`src/rtl/masked_sbox_sequencer.sv`:
```
// masked_sbox_sequencer
//   Feeds a 16-nibble masked Skinny-64 state through one shared masked S-box, one nibble at a time.
//   Each nibble draws a fresh randomness word from the PRNG. The S-box inputs and the word are then
//   held for SBOX_LAT cycles, and the S-box result is written back into out_shares.
//   Shares are only ever moved lane-to-lane. They are never combined with each other.
// Ports
//   clk, rst     clock (rising edge), asynchronous active-low reset
//   start        pulse, accepted only in IDLE; latches in_shares
//   in_shares    share j at [j*4*NIBBLES +: 4*NIBBLES], nibble i at offset 4*i within its share
//   busy, done   busy outside IDLE; done is a one-cycle pulse when out_shares is complete
//   out_shares   result, same layout as in_shares, written one nibble per STORE
//   fresh_req    PRNG request; fresh_valid/fresh_data complete the handshake
//   sbox_in      {share N-1 nibble, ..., share 0 nibble} to the S-box (registered)
//   sbox_fresh   registered randomness word for the S-box
//   sbox_out     S-box result, same share order as sbox_in
module masked_sbox_sequencer #(
  parameter int unsigned SECURITY_ORDER = 3,
  parameter int unsigned NIBBLES        = 16,
  parameter int unsigned SBOX_LAT       = 13,
  parameter int unsigned FRESH_W        = 102
) (
  input  logic                                      clk,
  input  logic                                      rst,
  input  logic                                      start,
  input  logic [4*NIBBLES*(SECURITY_ORDER+1)-1:0]   in_shares,
  output logic                                      busy,
  output logic                                      done,
  output logic [4*NIBBLES*(SECURITY_ORDER+1)-1:0]   out_shares,
  output logic                                      fresh_req,
  input  logic                                      fresh_valid,
  input  logic [FRESH_W-1:0]                        fresh_data,
  output logic [4*(SECURITY_ORDER+1)-1:0]           sbox_in,
  output logic [FRESH_W-1:0]                        sbox_fresh,
  input  logic [4*(SECURITY_ORDER+1)-1:0]           sbox_out
);

  localparam int unsigned Shares = SECURITY_ORDER + 1;
  localparam int unsigned ShareW = 4 * NIBBLES;
  localparam int unsigned StateW = ShareW * Shares;
  localparam int unsigned CntW   = (SBOX_LAT > 1) ? $clog2(SBOX_LAT) : 1;
  localparam int unsigned IdxW   = (NIBBLES > 1) ? $clog2(NIBBLES) : 1;

  localparam logic [CntW-1:0] CntLast = CntW'(SBOX_LAT - 1);
  localparam logic [IdxW-1:0] IdxLast = IdxW'(NIBBLES - 1);

  typedef enum logic [2:0] {StIdle, StRnd, StEval, StStore, StDone} state_e;

  state_e                 state_q, state_d;
  logic [IdxW-1:0]        idx_q, idx_d;
  logic [CntW-1:0]        cnt_q, cnt_d;
  logic [StateW-1:0]      shares_q, shares_d;
  logic [StateW-1:0]      out_q, out_d;
  logic [4*Shares-1:0]    sbox_in_q, sbox_in_d;
  logic [FRESH_W-1:0]     sbox_fresh_q, sbox_fresh_d;

  always_ff @(posedge clk or negedge rst) begin
    if (!rst) begin
      state_q      <= StIdle;
      idx_q        <= '0;
      cnt_q        <= '0;
      shares_q     <= '0;
      out_q        <= '0;
      sbox_in_q    <= '0;
      sbox_fresh_q <= '0;
    end else begin
      state_q      <= state_d;
      idx_q        <= idx_d;
      cnt_q        <= cnt_d;
      shares_q     <= shares_d;
      out_q        <= out_d;
      sbox_in_q    <= sbox_in_d;
      sbox_fresh_q <= sbox_fresh_d;
    end
  end

  always_comb begin
    state_d      = state_q;
    idx_d        = idx_q;
    cnt_d        = cnt_q;
    shares_d     = shares_q;
    out_d        = out_q;
    sbox_in_d    = sbox_in_q;
    sbox_fresh_d = sbox_fresh_q;

    unique case (state_q)
      StIdle: begin
        if (start) begin
          shares_d = in_shares;
          idx_d    = '0;
          state_d  = StRnd;
        end
      end
      StRnd: begin
        // S-box inputs stay zero until the randomness for this nibble has arrived.
        if (fresh_valid) begin
          sbox_fresh_d = fresh_data;
          for (int j = 0; j < Shares; j++) begin
            sbox_in_d[4*j +: 4] = shares_q[j*ShareW + 4*32'(idx_q) +: 4];
          end
          cnt_d   = '0;
          state_d = StEval;
        end
      end
      StEval: begin
        if (cnt_q == CntLast) begin
          state_d = StStore;
        end else begin
          cnt_d = cnt_q + 1'b1;
        end
      end
      StStore: begin
        for (int j = 0; j < Shares; j++) begin
          out_d[j*ShareW + 4*32'(idx_q) +: 4] = sbox_out[4*j +: 4];
        end
        sbox_in_d    = '0;
        sbox_fresh_d = '0;
        if (idx_q == IdxLast) begin
          state_d = StDone;
        end else begin
          idx_d   = idx_q + 1'b1;
          state_d = StRnd;
        end
      end
      StDone: begin
        state_d = StIdle;
      end
      default: begin
        state_d = StIdle;
      end
    endcase
  end

  always_comb begin
    busy       = (state_q != StIdle);
    done       = (state_q == StDone);
    fresh_req  = (state_q == StRnd);
    out_shares = out_q;
    sbox_in    = sbox_in_q;
    sbox_fresh = sbox_fresh_q;
  end

endmodule
```
`config.mk`:
```
export PLATFORM = sky130hd
export DESIGN_NAME = masked_sbox_sequencer
export DESIGN_NICKNAME = d
export VERILOG_FILES = /design/src/rtl/masked_sbox_sequencer.sv
export SDC_FILE = /design/constraint.sdc
export NUM_CORES = 1
export LEC_CHECK = 0
export ABC_AREA = 1
export CAP_MARGIN = 20
export CORE_MARGIN = 2
export CORE_UTILIZATION = 32
export CTS_CLUSTER_DIAMETER = 60
export CTS_CLUSTER_SIZE = 8
export DETAILED_ROUTE_END_ITERATION = 12
export GPL_TIMING_DRIVEN = 0
export PLACE_DENSITY_LB_ADDON = 0.15
export REMOVE_ABC_BUFFERS = 1
export SKIP_LAST_GASP = 1
export SLEW_MARGIN = 30
export SYNTH_ARGS = -nofsm -noshare
export SYNTH_HDL_FRONTEND = slang
export SYNTH_SLANG_ARGS = --single-unit
```
`constraint.sdc`:
```
create_clock -name clk -period 4.8 [get_ports clk]
set_input_delay 0.96 -clock clk [delete_from_list [all_inputs] [get_ports clk]]
set_output_delay 0.96 -clock clk [all_outputs]
set_load 0.01 [all_outputs]
```
After elaboration in Yosys (flattened, before gate mapping) --
Cells that the tools add are included.
Word-level totals: bits in registers 641, bits in latches 0, memory bits (writable) 0, memory bits (read-only) 0, input port bits 378, output and inout bits 377, logic and storage cells 68, memories kept 0
Cells by class: $add $sub $neg 9, multipliers 0, divide/modulo/power cells 0, $lt $le $gt $ge 0, eq/ne operators 11, shift-type cells 12, mux-type cells 19, bitwise gates (word level) 0, reduce and logical (&&, ||, !) cells 10
Operators by type and width (number):
- bitwise mux 256 bit | 4
- variable shift 4 x 34 -> 256 bit, first input constant | 4
- indexed part select 4 x 34 -> 256 bit | 4
- indexed part select 256 x 33 -> 4 bit | 3
- indexed part select 256 x 7 -> 4 bit | 1
- one-hot mux 102 bit (2 select lines) | 1
- two-way mux 102 bit | 1
- negation 9 -> 34 bit | 2
- negation 6 -> 34 bit | 1
- negation 8 -> 34 bit | 1
- one-hot mux 16 bit (2 select lines) | 1
- adder 8 x 6 -> 9 bit, first input constant | 2
- two-way mux 16 bit | 1
- two-way mux 4 bit | 4
- one-hot mux 4 bit (2 select lines) | 2
- two-way mux 3 bit | 4
- one-hot mux 3 bit (4 select lines) | 1
- AND reduction 3 bit | 3
- adder 4 x 1 -> 4 bit, second input constant | 2
- adder 7 x 6 -> 8 bit, first input constant | 1
- == test 4 bit, second input constant | 2
- != test 2 bit, second input constant | 4
- == test 3 x 2 -> 1 bit, second input constant | 2
- nonzero test 2 bit | 3
- other kinds (6) | 7

Depth between registers and ports, before layout --
Gate-level depths: netlist of run 1.
depth after elaboration 6, mapped depth 18, mapped depth without buffers 14

Worst setup path before layout of run 1 --
Ideal clock, no wire load.
path kind reg2reg, from reg idx_q[0], to reg out_q[184], in the netlist out_shares[184], setup time 0.124 ns, arrival 2.716 ns, required time 4.676 ns, setup slack 1.960 ns, stages on the path, launching flop included 16, path buffers 4, cell sequence dfrtp_1 > buf_2 > inv_2 > buf_2 > buf_2 > ha_1 > ha_1 > buf_4 > nor2_4 > nand2_1 > nor2_2 > inv_1 > a21oi_2 > inv_1 > nand2_1 > nand2_1
On the way: cells in the longest elaborated chain, start to end 6
Ends and longest elaborated chain:
- start: declaration | line 49 | logic [IdxW-1:0] idx_q, idx_d;
- start signal: assignment | line 67 | idx_q <= idx_d;
- adder 7 x 6 -> 8 bit or negation 6 -> 34 bit (tied branches) | line 113 | out_d[j*ShareW + 4*32'(idx_q) +: 4] = sbox_out[4*j +: 4];
- negation 8 -> 34 bit (tied with other cells) | line 113
- indexed part select 4 x 34 -> 256 bit (tied with other cells) | line 113
- bitwise mux 256 bit (2 in a row) | line 113
- bitwise mux 256 bit (*) | line 113
- end signal: assignment | line 70 | out_q <= out_d;
- end: declaration | line 52 | logic [StateW-1:0] out_q, out_d;
Every way passes the cells marked *; elsewhere a longest branch is shown, timed or not. A chain may end at the register's enable or synchronous reset.

Worst setup path in the final report of run 1 --
from reg idx_q[1], to reg out_q[242], in the netlist out_shares[242]
Same word-level chain as after synthesis.

==> run_results.csv, run 1 <==
group,metric,value,unit
global_route,grt_first_pass_wirelength,185900,um
critical_path,setup.worst_path.class,"reg -> reg",
finish,multi_input_comb_area,13510,sq um
detailed_routing,wirelength,127600,um
synth,syn_area,31210,sq um
floorplanning,dieArea,100000,sq um
synth,synth-adder-area-share,0.4009,%
global_route,overflow,0,
clock_network,h-tree-depth,3,
synth,synth_top_cell_area_share,51.40,%
global_route,antenna_found_initial,30,
finish,syn_to_final_growth,38.21,%
synth,synth_edf_count,0,
clock_network,cts_tree,"done",
critical_path,critPathTopFamily,"simple AND/OR/NAND/NOR gates",
synth,synth_top_family_by_area,"simple AND/OR/NAND/NOR gates",
sta,worstMarginPinSlew,0.9788,ns
critical_path,worst-path-max-fanout,36,
finish,nFillCells,9735,
critical_path,slowest_stage,"dfrtp_4",
placed_design,dp_slack,-0.5524,ns
clock_network,cts_buffers,97,
synth,synth_warnings,0,
sta,rsz0062_at_grt,"no",
finish,final_cells,5915,
synth,synth-compound-area-share,12.89,%
synth,synth_common_cells,"1464 x nand2_1, 641 x dfrtp_1, 284 x nand3_1",
critical_path,path_depth,13,
global_route,grt_max_degree,105,
job,drv_cap,0,
synth,synth_area_per_cell,7.921,sq um
floorplanning,start_util,32.27,%
sta,max_clock_freq,0.2240,GHz
synth,yosys-mux-area-fraction,0.1283,%
critical_path,start_kind,"flip-flop",
critical_path,cp-end-kind,"flip-flop",
detailed_routing,vias,30000,
critical_path,slowest_delay,0.69,ns
synth,synth.most_common_cell,"nand2_1",
sta,fin_skew,0.02382,ns
critical_path,worst_ep_required_time,5.36,ns
synth,synthArstFlopShare,100.0,%
power,power_frac_comb,48.9,%
critical_path,r2r_slack,0.34,ns
detailed_routing,viasPerCell,5.071,
placed_design,placedCellCount,5778,
sta,fin_crit,4.465,ns
synth,synth_xor_area_share,0.02807,%
power,peakVddDrop,0.5121,mV
clock_network,clk_pin_slew,0.05,ns
run_status,status,"complete, no violations",
synth,ys_types,45,
clock_network,clock-sinks,641,
floorplanning,rows,114,
power,power,30.25,mW
finish,ff_latch_area,16050,sq um
sta,finalCritPeriodShare,93.02,%
clock_network,cts_buffer_depth,3,
sta,slew_headroom,34.75,%
sta,slew_viol_final,0,
placed_design,place_hpwl,89460,um
synth,synthFlopType,"dfrtp_1",
finish,nets,4991,
floorplanning,die_x,316.3,um
detailed_routing,ant_nets,0,
floorplanning,pin_count,755,
detailed_routing,dr.pass1.iters,6,
synth,yosysTopAreaCell,"dfrtp_1",
power,clkPwrFrac,21.0,%
clock_network,insertion_delay,0.68,ns
critical_path,r2r_start,"idx_q[1]$_DFFE_PN0P_",
placed_design,place.gp.congestion,0.8915,
power,powerDensity,701.4,nW/um^2
synth,ys_seq_area_share,51.40,%
power,power.leakage,19.58,nW
sta,hold_slack,0.1710,ns
critical_path,reg2regPathDepth,13,
detailed_routing,first_iter_violations,2315,
placed_design,portBuffers,754,
global_route,grt_use_total,24.65,%
sta,hold_viol_final,0,
power,switching_power,13.30,mW
power,p_seq_share,30.1,%
floorplanning,die_h,316.3,um
detailed_routing,drt-wirelength-per-cell,21.57,um
clock_network,cts_root_buffer,"clkbuf_16",
synth,synth_simple_gate_area_share,29.50,%
clock_network,postCtsHoldBufs,0,
critical_path,crit_path_cell_trace,"nor2_8 -> nand2_4 -> inv_1 -> ha_4 -> buf_12 -> inv_2 -> nand2_1 -> nor2_2 -> nand2_1 -> nand2_1 -> nand2_1 -> nor2_1 -> nor2_1",
synth,ys_top_cells_by_area,"dfrtp_1 51%, nand2_1 18%, nand3_1 4.6%, o21ai_0 3.5%, nor2_1 3.2%",
critical_path,regToRegEndpoint,"out_shares[242]$_DFFE_PN0P_",
critical_path,crit_arrival,5.02,ns
global_route,grt_pass1_vias,28940,
critical_path,cp_common_cell,"nand2_1",
power,swShare,43.97,%
worst_hold_path,hold_class,"in -> async",
sta,setup_slack,0.3353,ns
synth,synth.ff_latch_count,641,
critical_path,critPathBufInv,3,
floorplanning,core,96710,sq um
sta,setup_violations,0,
power,cell_internal_pwr,16.95,mW
finish,drive_above_1_share,5.636,%
detailed_routing,drc,0,
synth,syn_inst,3940,
==> layer usage <==
layer	global-route usage [%]	part of all wire (%)	up-vias
met4	8.287	2.7	44
met2	39.14	46	1075
met5	0	0.22	-
li1	-	-	14360
met3	7.377	8.6	215
met1	32.08	42	14310
==> flip-flops by register name, summed over array words and instances (netlist names) <==
register and count:
cnt_q 4, out_shares 256, sbox_in 16, shares_q 256, idx_q 4, state_q 3, sbox_fresh 102
==> logic make-up after synthesis <==
logic type / Yosys count
buf+inv: 427
fa+ha+maj: 10
flops: 641
simple gates: 2201
mux: 4
compound gates: 656
xor+xnor: 1
==> stage by stage <==
stage	instance area, sq um	util (%)	setup TNS (ns)
global placement	39340	40.68	-
global route	43130	44.59	0
detailed placement	40300	41.67	-9.995
finish	43130	44.60	0
CTS	43070	44.54	0
floorplan	30200	-	-2707.43
==> how the worst max path moves through the flow <==
stage	from	endpoint	slack, ns
final	idx_q[1]$_DFFE_PN0P_	out_shares[242]$_DFFE_PN0P_	0.34
after detailed placement	idx_q[1]$_DFFE_PN0P_	out_shares[84]$_DFFE_PN0P_	-0.55
after floorplan	start	shares_q[116]$_DFFE_PN0P_	-6.32
after CTS	idx_q[1]$_DFFE_PN0P_	out_shares[242]$_DFFE_PN0P_	0.09
after global routing	idx_q[1]$_DFFE_PN0P_	out_shares[112]$_DFFE_PN0P_	0.07
after global placement	rst	sbox_fresh[48]$_DFFE_PN0P_	-28.28
==> power by group through the flow <==
stage                     Clock [mW]  Sequential [mW]  Combinational [mW]
after floorplan                    0             9.56                6.90
after global placement             0             9.44                13.2
after detailed placement           0             9.15                14.7
after CTS                       6.50             9.13                14.8
after global routing            6.70             9.39                16.1
final                           6.35             9.11                14.8
==> timing repair <==
action,CTS,global route
gates resized for setup,4,4
pin swaps,1,0
endpoints found under the setup margin,51,20
cloned,1,0
buffers inserted,0,1
==> area by class of cell <==
| class | count | share of cell area, % |
|---|---|---|
| flip-flops and latches | 641 | 37.22 |
| multi-input cells | 2873 | 31.33 |
| repair buffers | 789 | 19.49 |
| clock buffers | 112 | 5.996 |
| well taps | 1276 | 3.701 |
| inverters | 201 | 1.845 |
| clock inverters | 15 | 0.3800 |
| diodes | 8 | 0.04641 |
==> cell usage in the layout (no fill, tap or decap), drive strengths merged, types with 2 or more instances in the layout <==
cell type	count
a21oi	140
a22o	102
a22oi	15
a31oi	33
and2	3
buf	36
clkbuf	112
clkdlybuf4s50	753
clkinv	14
clkinvlp	2
dfrtp	641
diode	8
ha	10
inv	199
mux2i	4
nand2	1489
nand3	286
nand3b	27
nand4	82
nor2	297
nor3	18
o2111ai	3
o211ai	42
o21ai	261
o22ai	27
o31ai	29
Note: power is estimated with default switching activity, not from simulation.
==> inputs of run 2 (changes only) <==
--- a/config.mk
+++ b/config.mk
@@ -12,7 +12,7 @@
 export CTS_CLUSTER_DIAMETER = 60
 export CTS_CLUSTER_SIZE = 8
 export DETAILED_ROUTE_END_ITERATION = 12
-export GPL_TIMING_DRIVEN = 0
+export GPL_TIMING_DRIVEN = 1
 export PLACE_DENSITY_LB_ADDON = 0.15
 export REMOVE_ABC_BUFFERS = 1
 export SKIP_LAST_GASP = 1
==> run 2 against run 1 <==
  * Cell area decreased by 1.1%
  * Global-route usage increased by 0.42 points
  * Setup slack improved by 0.44 ns
  * Register-to-register slack improved by 0.44 ns
  * Total power decreased by 1.9%
  * Non-clock buffer count increased by 17
  * Sequential share of layout area increased by 0.40 points
  * Die area unchanged
  * Core utilization decreased by 0.48 points
  * Final cell count about the same
  * Count of clock-buffer cells in the layout decreased by 2
  * Wire length increased by 0.96%
  * Critical path type unchanged
  * Largest cell class unchanged
  * Largest power group unchanged
  * Highest routed layer unchanged
==> run_results.csv, run 2 (same netlist as run 1, synthesis figures left out) <==
group,metric,value,unit
floorplanning,dieArea,100000,sq um
detailed_routing,ant_nets,0,
global_route,antenna_found_initial,7,
floorplanning,die_h,316.3,um
sta,setup_violations,0,
clock_network,cts_tree,"done",
floorplanning,start_util,32.27,%
critical_path,crit_path_cell_trace,"inv_4 -> nand2_4 -> inv_1 -> ha_2 -> inv_2 -> nand2_1 -> nor2_1 -> nand2_1 -> a21oi_2 -> inv_1 -> nand2_1 -> nand2_1",
worst_hold_path,hold_class,"in -> async",
power,power,29.66,mW
floorplanning,rows,114,
floorplanning,pin_count,755,
sta,max_clock_freq,0.2482,GHz
sta,hold_viol_final,0,
placed_design,place_hpwl,90900,um
placed_design,place.gp.congestion,0.9249,
finish,drive_above_1_share,5.710,%
critical_path,critPathBufInv,4,
finish,nets,5006,
sta,hold_slack,0.3734,ns
clock_network,clk_pin_slew,0.05,ns
finish,syn_to_final_growth,36.72,%
finish,multi_input_comb_area,13450,sq um
power,power.leakage,19.46,nW
detailed_routing,dr.pass1.iters,6,
sta,fin_skew,0.02634,ns
finish,ff_latch_area,16050,sq um
finish,final_cell_area,42670,sq um
floorplanning,core,96710,sq um
global_route,grt_max_degree,201,
detailed_routing,vias,30290,
critical_path,slowest_delay,0.63,ns
finish,layout_commonest_cell,"nand2_1",
critical_path,cp-end-kind,"flip-flop",
sta,worstMarginPinSlew,1.009,ns
placed_design,dp_slack,0.6462,ns
detailed_routing,viasPerCell,5.117,
detailed_routing,first_iter_violations,2492,
clock_network,clock-sinks,641,
run_status,status,"complete, no violations",
placed_design,portBuffers,754,
detailed_routing,wirelength,128800,um
critical_path,slowest_stage,"dfrtp_4",
clock_network,insertion_delay,0.67,ns
sta,rsz0062_at_grt,"no",
global_route,grt_pass1_vias,29830,
clock_network,cts_buffer_depth,3,
critical_path,worst_ep_required_time,5.35,ns
sta,finalCritPeriodShare,83.92,%
critical_path,path_depth,12,
global_route,overflow,0,
critical_path,worst-path-max-fanout,51,
floorplanning,die_x,316.3,um
detailed_routing,drc,0,
power,powerDensity,695.3,nW/um^2
sta,slew_viol_final,0,
clock_network,cts_buffers,96,
global_route,grt_use_total,25.08,%
power,peakVddDrop,0.6327,mV
sta,slew_headroom,32.74,%
clock_network,post_cts_buffers,0,
critical_path,cp_common_cell,"nand2_1",
critical_path,reg2regPathDepth,12,
sta,fin_crit,4.028,ns
clock_network,postCtsHoldBufs,0,
critical_path,crit_arrival,4.58,ns
critical_path,setup.worst_path.class,"reg -> reg",
detailed_routing,drt-wirelength-per-cell,21.75,um
clock_network,h-tree-depth,3,
clock_network,cts_root_buffer,"clkbuf_16",
job,drv_cap,0,
critical_path,critPathTopFamily,"simple AND/OR/NAND/NOR gates",
critical_path,start_kind,"flip-flop",
finish,nFillCells,9751,
placed_design,post_dp_cell_area,39980,sq um
sta,setup_slack,0.7717,ns
clock_network,cts_resized,0,
global_route,grt_first_pass_wirelength,190500,um
finish,layout_common_cells,"1463 x nand2_1, 753 x clkdlybuf4s50_1, 638 x dfrtp_1",
==> run 2: power breakdown <==
part | leakage [nW] | internal (mW) | total (mW) | switching (mW)
sequential | 7.57 | 7.71 | 9.13 | 1.42
combinational | 10.6 | 5.14 | 14.3 | 9.19
clock | 1.31 | 3.74 | 6.21 | 2.47
==> run 2: area by class of cell <==
class / count / share of cell area, %
diodes: 3 / 0.01760
clock buffers: 110 / 5.994
clock inverters: 11 / 0.2698
inverters: 201 / 1.815
multi-input cells: 2872 / 31.51
flip-flops and latches: 641 / 37.62
well taps: 1276 / 3.742
repair buffers: 806 / 19.03
==> run 2: final timing paths <==
check / from / end / slack [ns]
max: idx_q[0]$_DFFE_PN0P_ / out_shares[194]$_DFFE_PN0P_ / 0.77
min: rst / out_shares[100]$_DFFE_PN0P_ / 0.37
max reg2reg: idx_q[0]$_DFFE_PN0P_ / out_shares[194]$_DFFE_PN0P_ / 0.77
min reg2reg: shares_q[51]$_DFFE_PN0P_ / shares_q[51]$_DFFE_PN0P_ / 0.47
max in group asynchronous: rst / sbox_in[11]$_DFFE_PN0P_ / 3.30
min in group clk: shares_q[51]$_DFFE_PN0P_ / shares_q[51]$_DFFE_PN0P_ / 0.47
==> run 2: through the flow <==
stage          util, %  cells  setup TNS, ns
2_1_floorplan        -   3714       -2707.43
3_3_place_gp     41.28   5794              0
3_5_place_dp     41.34   5796              0
4_1_cts          44.10   5917              0
5_1_grt          44.11   5918              0
6_report         44.12   5920              0
==> run 2: per-layer routing <==
layer | global-route usage (%) | vias to the layer above | wire length (um) | share of wire (%)
li1 | - | 14340 | - | -
met1 | 33.67 | 14550 | 55520 | 43
met2 | 40.50 | 1186 | 60260 | 47
met3 | 5.409 | 207 | 9619 | 7.5
met4 | 7.740 | 8 | 3342 | 2.6
met5 | 0 | - | 50 | 0.039
